==> src/rtl/ttt_pkg.sv <==
// rtl/ttt_pkg.sv - shared cell/player codes, segment glyphs and FSM states for the board display
package ttt_pkg;

  localparam logic [1:0] CELL_EMPTY = 2'b00;
  localparam logic [1:0] CELL_X     = 2'b01;
  localparam logic [1:0] CELL_O     = 2'b10;

  localparam logic [1:0] PLAYER_NONE = 2'b00;
  localparam logic [1:0] PLAYER_1    = 2'b01;
  localparam logic [1:0] PLAYER_2    = 2'b10;

  localparam logic [6:0] SEG_BLANK = 7'h7F;
  localparam logic [6:0] SEG_1     = 7'h79;
  localparam logic [6:0] SEG_2     = 7'h24;
  localparam logic [6:0] SEG_P     = 7'h0C;
  localparam logic [6:0] SEG_L     = 7'h47;
  localparam logic [6:0] SEG_I     = 7'h79;

  typedef enum logic [1:0] {TURN, ILL, WIN} state_t;

  function automatic logic [6:0] player_glyph(input logic [1:0] p);
    case (p)
      PLAYER_1: player_glyph = SEG_1;
      PLAYER_2: player_glyph = SEG_2;
      default:  player_glyph = SEG_BLANK;
    endcase
  endfunction

endpackage

==> src/rtl/ttt_blink_gen.sv <==
// rtl/ttt_blink_gen.sv - blink prescaler with synchronous restart
// blink_next is the blink phase that becomes current at the coming edge.
module ttt_blink_gen import ttt_pkg::*; #(
  parameter int BLINK_DIV = 25000000
) (
  input  logic clk,
  input  logic rst,
  input  logic restart,
  output logic blink_next
);

  localparam int PW = (BLINK_DIV > 1) ? $clog2(BLINK_DIV) : 1;
  localparam logic [PW-1:0] PRE_MAX = PW'(BLINK_DIV - 1);

  logic [PW-1:0] pre, pre_next;
  logic          blink_on;

  always_comb begin
    pre_next   = pre + PW'(1);
    blink_next = blink_on;
    if (restart) begin
      pre_next   = '0;
      blink_next = 1'b1;
    end else if (pre == PRE_MAX) begin
      pre_next   = '0;
      blink_next = ~blink_on;
    end
  end

  always_ff @(posedge clk) begin
    if (rst) begin
      pre      <= '0;
      blink_on <= 1'b1;
    end else begin
      pre      <= pre_next;
      blink_on <= blink_next;
    end
  end

endmodule

==> src/rtl/ttt_display_seq.sv <==
// rtl/ttt_display_seq.sv - registered tic-tac-toe LED/7-segment driver
// Shows turn, timed ILL message and winner; blinks the winning line.
module ttt_display_seq import ttt_pkg::*; #(
  parameter int CELLS     = 9,
  parameter int BLINK_DIV = 25000000,
  parameter int ILL_HOLD  = 100000000
) (
  input  logic               clk,
  input  logic               rst,
  input  logic [2*CELLS-1:0] board,
  input  logic [1:0]         who,
  input  logic               ill,
  input  logic               win_valid,
  input  logic [CELLS-1:0]   win_mask,
  input  logic [1:0]         win_who,
  output logic [2*CELLS-1:0] led,
  output logic [6:0]         hex0,
  output logic [6:0]         hex1,
  output logic [6:0]         hex2,
  output logic [6:0]         hex3,
  output logic [6:0]         hex4,
  output logic [6:0]         hex5
);

  localparam int TW = $clog2(ILL_HOLD + 1);
  localparam logic [TW-1:0] ILL_LOAD = TW'(ILL_HOLD - 1);

  state_t             state, state_next;
  logic [TW-1:0]      timer, timer_next;
  logic               win_valid_q;
  logic               blink_next;
  logic [2*CELLS-1:0] led_next;
  logic [6:0]         hex_next [6];

  ttt_blink_gen #(.BLINK_DIV(BLINK_DIV)) u_blink (
    .clk       (clk),
    .rst       (rst),
    .restart   (win_valid & ~win_valid_q),
    .blink_next(blink_next)
  );

  always_comb begin
    state_next = state;
    timer_next = timer;
    if (win_valid) begin
      state_next = WIN;
      timer_next = '0;
    end else if (state == WIN) begin
      state_next = TURN;
    end else if (ill) begin
      state_next = ILL;
      timer_next = ILL_LOAD;
    end else if (state == ILL) begin
      if (timer == '0) state_next = TURN;
      else             timer_next = timer - TW'(1);
    end
  end

  // Hex is registered from the state being entered so ILL shows for exactly ILL_HOLD cycles.
  always_comb begin
    for (int k = 0; k < 6; k++) hex_next[k] = SEG_BLANK;
    case (state_next)
      ILL: begin
        hex_next[2] = SEG_I;
        hex_next[1] = SEG_L;
        hex_next[0] = SEG_L;
      end
      WIN: begin
        hex_next[5] = SEG_P;
        hex_next[4] = player_glyph(win_who);
      end
      default: begin
        hex_next[1] = SEG_P;
        hex_next[0] = player_glyph(who);
      end
    endcase
  end

  always_comb begin
    led_next = '0;
    for (int i = 0; i < CELLS; i++) begin
      logic lit;
      lit = ~(win_valid & win_mask[i]) | blink_next;
      led_next[i]         = (board[2*i +: 2] == CELL_X) & lit;
      led_next[CELLS + i] = (board[2*i +: 2] == CELL_O) & lit;
    end
  end

  always_ff @(posedge clk) begin
    if (rst) begin
      state       <= TURN;
      timer       <= '0;
      win_valid_q <= 1'b0;
      led         <= '0;
      hex0        <= SEG_BLANK;
      hex1        <= SEG_BLANK;
      hex2        <= SEG_BLANK;
      hex3        <= SEG_BLANK;
      hex4        <= SEG_BLANK;
      hex5        <= SEG_BLANK;
    end else begin
      state       <= state_next;
      timer       <= timer_next;
      win_valid_q <= win_valid;
      led         <= led_next;
      hex0        <= hex_next[0];
      hex1        <= hex_next[1];
      hex2        <= hex_next[2];
      hex3        <= hex_next[3];
      hex4        <= hex_next[4];
      hex5        <= hex_next[5];
    end
  end

endmodule

==> config.mk <==
export PLATFORM = sky130hd
export DESIGN_NAME = ttt_display_seq
export DESIGN_NICKNAME = d
export VERILOG_FILES = /design/src/rtl/ttt_pkg.sv /design/src/rtl/ttt_blink_gen.sv /design/src/rtl/ttt_display_seq.sv
export SDC_FILE = /design/constraint.sdc
export NUM_CORES = 1
export LEC_CHECK = 0
export ABC_AREA = 0
export CELL_PAD_IN_SITES_DETAIL_PLACEMENT = 2
export CELL_PAD_IN_SITES_GLOBAL_PLACEMENT = 2
export CORE_UTILIZATION = 26
export DETAILED_ROUTE_END_ITERATION = 6
export HOLD_SLACK_MARGIN = 0.05
export PLACE_DENSITY = 0.79
export SYNTH_ARGS = -nofsm -noshare
export SYNTH_HDL_FRONTEND = slang
export SYNTH_SLANG_ARGS = --single-unit
==> constraint.sdc <==
create_clock -name clk -period 2.5 [get_ports clk]
set_clock_uncertainty 0.05 [all_clocks]
set_input_delay 0.5 -clock clk [delete_from_list [all_inputs] [get_ports clk]]
set_output_delay 0.5 -clock clk [all_outputs]
set_load 0.05 [all_outputs]
=== Yosys cells after proc, flatten, opt, wreduce, memory -nomap -nowiden ===
Index checks and enable logic that the tools add are counted.

* Eq/ne operators: 28
* Multiplexer cells: 15
* Reductions and logical operators: 6
* Bitwise gates (word level): 50
* Add/subtract/negate cells: 2

{| class="wikitable"
|+ Operators with widths
! operator !! number
|-
| 27-bit 2-to-1 mux || 3
|-
| 1-bit bitwise AND || 28
|-
| 14-bit one-hot mux with 2 select lines || 1
|-
| 7-bit one-hot mux with 2 select lines || 2
|-
| 27-bit logical NOT || 1
|-
| 27-bit by 1-bit subtractor with 27-bit output, second input constant || 1
|-
| 2-bit by 1-bit equality test with 1-bit output, second input constant || 13
|-
| 2-bit equality test, second input constant || 13
|-
| 25-bit by 1-bit adder with 25-bit output, second input constant || 1
|-
| 25-bit equality test, second input constant || 1
|-
| 1-bit inverter || 13
|-
| 2-bit 2-to-1 mux || 5
|-
| 1-bit OR || 9
|-
| 7-bit 2-to-1 mux || 1
|-
| 2-bit OR reduction || 2
|-
| 3-bit 2-to-1 mux || 1
|-
| 3-bit AND reduction || 1
|-
| 3-bit OR reduction || 1
|-
| 1-bit 2-to-1 mux || 2
|-
| 2-bit inequality test, second input constant || 1
|-
| 2-bit nonzero test || 1
|}

* Flip-flop bits (word level): 109
* Logic and storage cells: 112
* Output and inout bits: 60
* Input port bits: 35

=== Depth between registers and ports, before layout ===
* Depth in word-level cells: 9
* Mapped depth: 11
* Gate-level depth less buffers: 11

=== By module ===
From an unflattened synthesis, not the netlist that was laid out.

* Cells, all modules: 435
* Area, all modules: 4008.8 µm²

{| class="wikitable"
|+ By module, submodules not included
! module !! times used !! cells each !! area each (µm²)
|-
| ttt_display_seq || 1 || 293 || 2777.7
|-
| ttt_blink_gen || 1 || 142 || 1231.2
|}

=== Worst setup path before layout ===
OpenSTA, ideal clock, no wires.

* Path type: flip-flop to flip-flop
* Start: register timer[8]
* End: register hex0[4]
* Path slack: -231 ps
* Clock period less this slack: 2731 ps
* Data required time: 2335 ps
* Data arrival time: 2566 ps
* Cell stages (with the launch flop): 11
* Path buffers: 1
* Cell sequence: dfxtp_1 > or4_4 > or3_4 > buf_6 > o31ai_1 > o21ai_1 > nor2b_1 > ha_1 > nor2b_1 > nand2_1 > o21a_1

* Cells in the longest elaborated chain, start to end: 8
* Elaborated cells on any way between the ends: 9
* Those cells by class: eq/ne: 2; mux: 6; reduce/logical: 1

{| class="wikitable"
|+ Ends and longest elaborated chain
! what !! RTL line !! text
|-
| start: declaration || ttt_display_seq.sv:29 || <nowiki>logic [TW-1:0] timer, timer_next;</nowiki>
|-
| start signal: assignment || ttt_display_seq.sv:103 || <nowiki>timer <= timer_next;</nowiki>
|-
| 27-bit logical NOT * || ttt_display_seq.sv:54 || <nowiki>if (timer == '0) state_next = TURN;</nowiki>
|-
| 2-bit 2-to-1 mux * || ttt_display_seq.sv:54 ||
|-
| 2-bit 2-to-1 mux * || ttt_display_seq.sv:53 || <nowiki>end else if (state == ILL) begin</nowiki>
|-
| 2-bit 2-to-1 mux * || ttt_display_seq.sv:50 || <nowiki>end else if (ill) begin</nowiki>
|-
| 2-bit 2-to-1 mux * || ttt_display_seq.sv:48 || <nowiki>end else if (state == WIN) begin</nowiki>
|-
| 2-bit 2-to-1 mux * || ttt_display_seq.sv:45 || <nowiki>if (win_valid) begin</nowiki>
|-
| via state_next[0] || ttt_display_seq.sv:28 || <nowiki>state_t state, state_next;</nowiki>
|-
| 2-bit equality test or 2-bit by 1-bit equality test with 1-bit output (tied branches) || ttt_display_seq.sv:62 || <nowiki>case (state_next)</nowiki>
|-
| 14-bit one-hot mux with 2 select lines * || ttt_display_seq.sv:62 ||
|-
| end signal: assignment || ttt_display_seq.sv:106 || <nowiki>hex0 <= hex_next[0];</nowiki>
|-
| end: declaration || ttt_display_seq.sv:17 || <nowiki>output logic [6:0] hex0,</nowiki>
|}

Mark *: on every way through the listed nets, which the timed path passes. The rest lies on a longest branch.
A chain may end at the register's enable or synchronous reset.

=== Worst setup path after layout ===
* Start: register timer[12]
* End: register hex0[4]

Same word-level chain as after synthesis.

==> qor.yml <==
hold_ws_ns: 0.423
netlist_top_cells_area: "dfxtp_1 (44%), buf_4 (5.7%), nor2_1 (5.0%)"
die_w_um: 125
die_height_um: 125
worstPathRequired_ns: 2.70
cts_hold_buffers: 0
drtIter0Drc: 158
rsz0062_at_grt: "true"
drc: 10
place_area_um2: 4980
max_cap_violations: 0
tns_ns: -0.128
layout_setup_ws_ns: -0.0437
setup_viol: 5
area_delta_synth_final_pct: 34.7
avgViaCountPerCell: 4.81
path_class: "flop to flop"
tritoncts: "built"
finalCritPeriodShare_pct: 102
cts_root_buffer: "clkbuf_16"
first_global_vias: 3930
antenna_found_initial: 0
synth.distinct_cells: 49
worstSkewPairLatency_ns: 0.35
io-pin-count: 95
n_fill_cell: 1631
crit_path_start_kind: "flop"
synth_ff_type: "dfxtp_1"
synthTopCellsByCount: "dfxtp_1 (86), nor2_1 (53), buf_4 (30), nand2_1 (30), a31oi_1 (27)"
ir_drop_uv: 293
syn-cell-area_um2: 3950
max-slew-margin-rel_pct: 60.8
ys_async_sr_fraction_pct: 0
cp_data_arrival_time_ns: 2.74
synth_top_cell_area_share_pct: 43.5
finalCriticalPeriod_ns: 2.54
ant_nets: 0
start_util_pct: 26.9
fmax_mhz: 393
hp-class: "flop to flop"
avgSynthCellArea_um2: 8.87
worstMarginPinSlew_ns: 0.585
yosys_register_bits: 86
outcome: "finished, violations left"
core_area_um2: 14700
synth_cells: 446
p_leak_nw: 1.99
ys_seq_area_share_pct: 43.5
fin_area_um2: 5330
gp_congestion: 0.784
grt_usage_pct: 15.9
numCtsBuffers: 9
wl_per_cell_um: 16.8
io_buffers: 78
power_density_nw_per_um2: 652
synth_edf_count: 0
nets: 582
clock-sinks: 86
drt-pass1-iter-count: 7
grt_max_degree: 26
layout-drive-gt1-share_pct: 15.3
final-max-slew-violation-count: 0
dieArea_um2: 15700
place_hpwl_um: 8820
yosys.area.top_type: "dfxtp_1"
synth_most_common_cell: "dfxtp_1"
grt_pass1_wl_um: 19800
routed_wl_um: 12200
cts.clk_slew.worst_paths_ns: 0.07
violations: "design-rule violations, negative setup slack"
finalHoldViolCount: 0
crit_path_end_kind: "flop"
cts_buffer_depth: 2
num_vias: 3496
diodes: 0
rows: 44
grt-ovfl-total: 0
cp_max_fo: 3
synth_warnings: 0
htreeDepth: 3
==> cell usage in the layout, fill, tap and decap left out, types with 4 or more instances in the layout <==
| master | n |
|---|---|
| dfxtp_1 | 82 |
| clkdlybuf4s50_1 | 78 |
| nor2_1 | 53 |
| buf_4 | 34 |
| nand2_1 | 29 |
| a31oi_1 | 27 |
| xnor2_1 | 20 |
| inv_1 | 17 |
| xor2_1 | 16 |
| conb_1 | 16 |
| a21oi_1 | 13 |
| or3_1 | 11 |
| nand3_1 | 11 |
| o21ai_0 | 11 |
| nor3_1 | 9 |
| nand2b_1 | 9 |
| or3b_2 | 9 |
| ha_1 | 9 |
| clkbuf_16 | 9 |
| nor4_1 | 7 |
| nand4_1 | 6 |
| or4_1 | 6 |
| o21ai_1 | 4 |
| and4_1 | 4 |
| dfxtp_2 | 4 |
==> cell type report <==
class / count / area [um2] / share of cell area [%]
Tap cell: 184 / 230 / 4.32
Clock buffer: 10 / 239 / 4.49
Sequential cell: 86 / 1730 / 32.4
Clock inverter: 6 / 68.8 / 1.29
Timing Repair Buffer: 113 / 1050 / 19.7
Multi-Input combinational cell: 311 / 1950 / 36.6
Inverter: 17 / 63.8 / 1.20
==> where the power goes <==
group / switching (W) / total (W) / internal (W) / leakage [nW]
combinational: 0.000387 / 0.000622 / 0.000235 / 1.13
clock: 0.000598 / 0.00141 / 0.000809 / 0.149
sequential: 0.0000299 / 0.00144 / 0.00141 / 0.704
total: 0.00102 / 0.00347 / 0.00246 / 1.99
==> sequential cells by signal (all words and copies together), names as in the netlist <==
register / count
hex0: 5
hex1: 2
hex2: 1
hex4: 3
hex5: 1
led: 18
state: 2
timer: 27
u_blink.blink_on: 1
u_blink.pre: 25
win_valid_q: 1
==> critical path, stage by stage (launching register included) <==
cell     delay [ns]
dfxtp_2        0.33
or4_4          0.53
or3_4          0.41
o31ai_2        0.22
o21ai_1        0.12
nor2b_1        0.15
ha_1           0.29
nor2b_4        0.17
nand2_2        0.07
o21a_1         0.11
==> metrics by stage <==
step | setup WS, ns | cells | util, % | power, W
CTS | -0.0342 | 726 | 36.1 | 0.00349
detailed placement | -0.0768 | 709 | 33.9 | 0.00208
global placement | 0.0114 | 709 | 33.9 | 0.00206
floorplan | -0.0974 | 461 | - | 0.00187
global route | -0.145 | 727 | 36.2 | 0.00360
finish | -0.0437 | 727 | 36.2 | 0.00347
==> kinds of logic (layout without fill, tap and decap cells) <==
logic type | after synthesis | after routing | share of synthesized area (%)
flops | 86 | 86 | 43.5
buf+inv | 64 | 146 | 9.24
other cells | 1 | 16 | 0.0948
xor+xnor | 36 | 36 | 7.97
compound gates | 66 | 66 | 10.1
mux | 1 | 1 | 0.253
simple gates | 183 | 183 | 25.9
fa+ha+maj | 9 | 9 | 2.85
==> worst paths after layout <==
check | from | to | slack, ns | depth (start not counted)
max | timer[12] | hex0[4] | -0.04 | 9
min | u_blink.pre[0] | u_blink.pre[0] | 0.42 | 1
max reg2reg | timer[12] | hex0[4] | -0.04 | 9
min reg2reg | u_blink.pre[0] | u_blink.pre[0] | 0.42 | 1
==> per-layer routing <==
metal  up-vias  routed length [um]  share of wire [%]  global-route usage [%]
met5         -                   0                  0                       0
met4         0                 200                1.6                    4.81
met3        15                 544                4.4                    4.24
met2        70                6310                 52                    29.1
met1      1728                5180                 42                    17.9
li1       1683                   -                  -                       -
==> repair_timing <==
action | 4_1_cts | 5_1_grt
setup buffers | 1 | 1
setup endpoints to repair | 5 | 12
endpoints found under the hold margin | 0 | 0
pin swaps | 0 | 0
resized for setup | 3 | 5
Note: power is estimated with default switching activity, not from simulation.
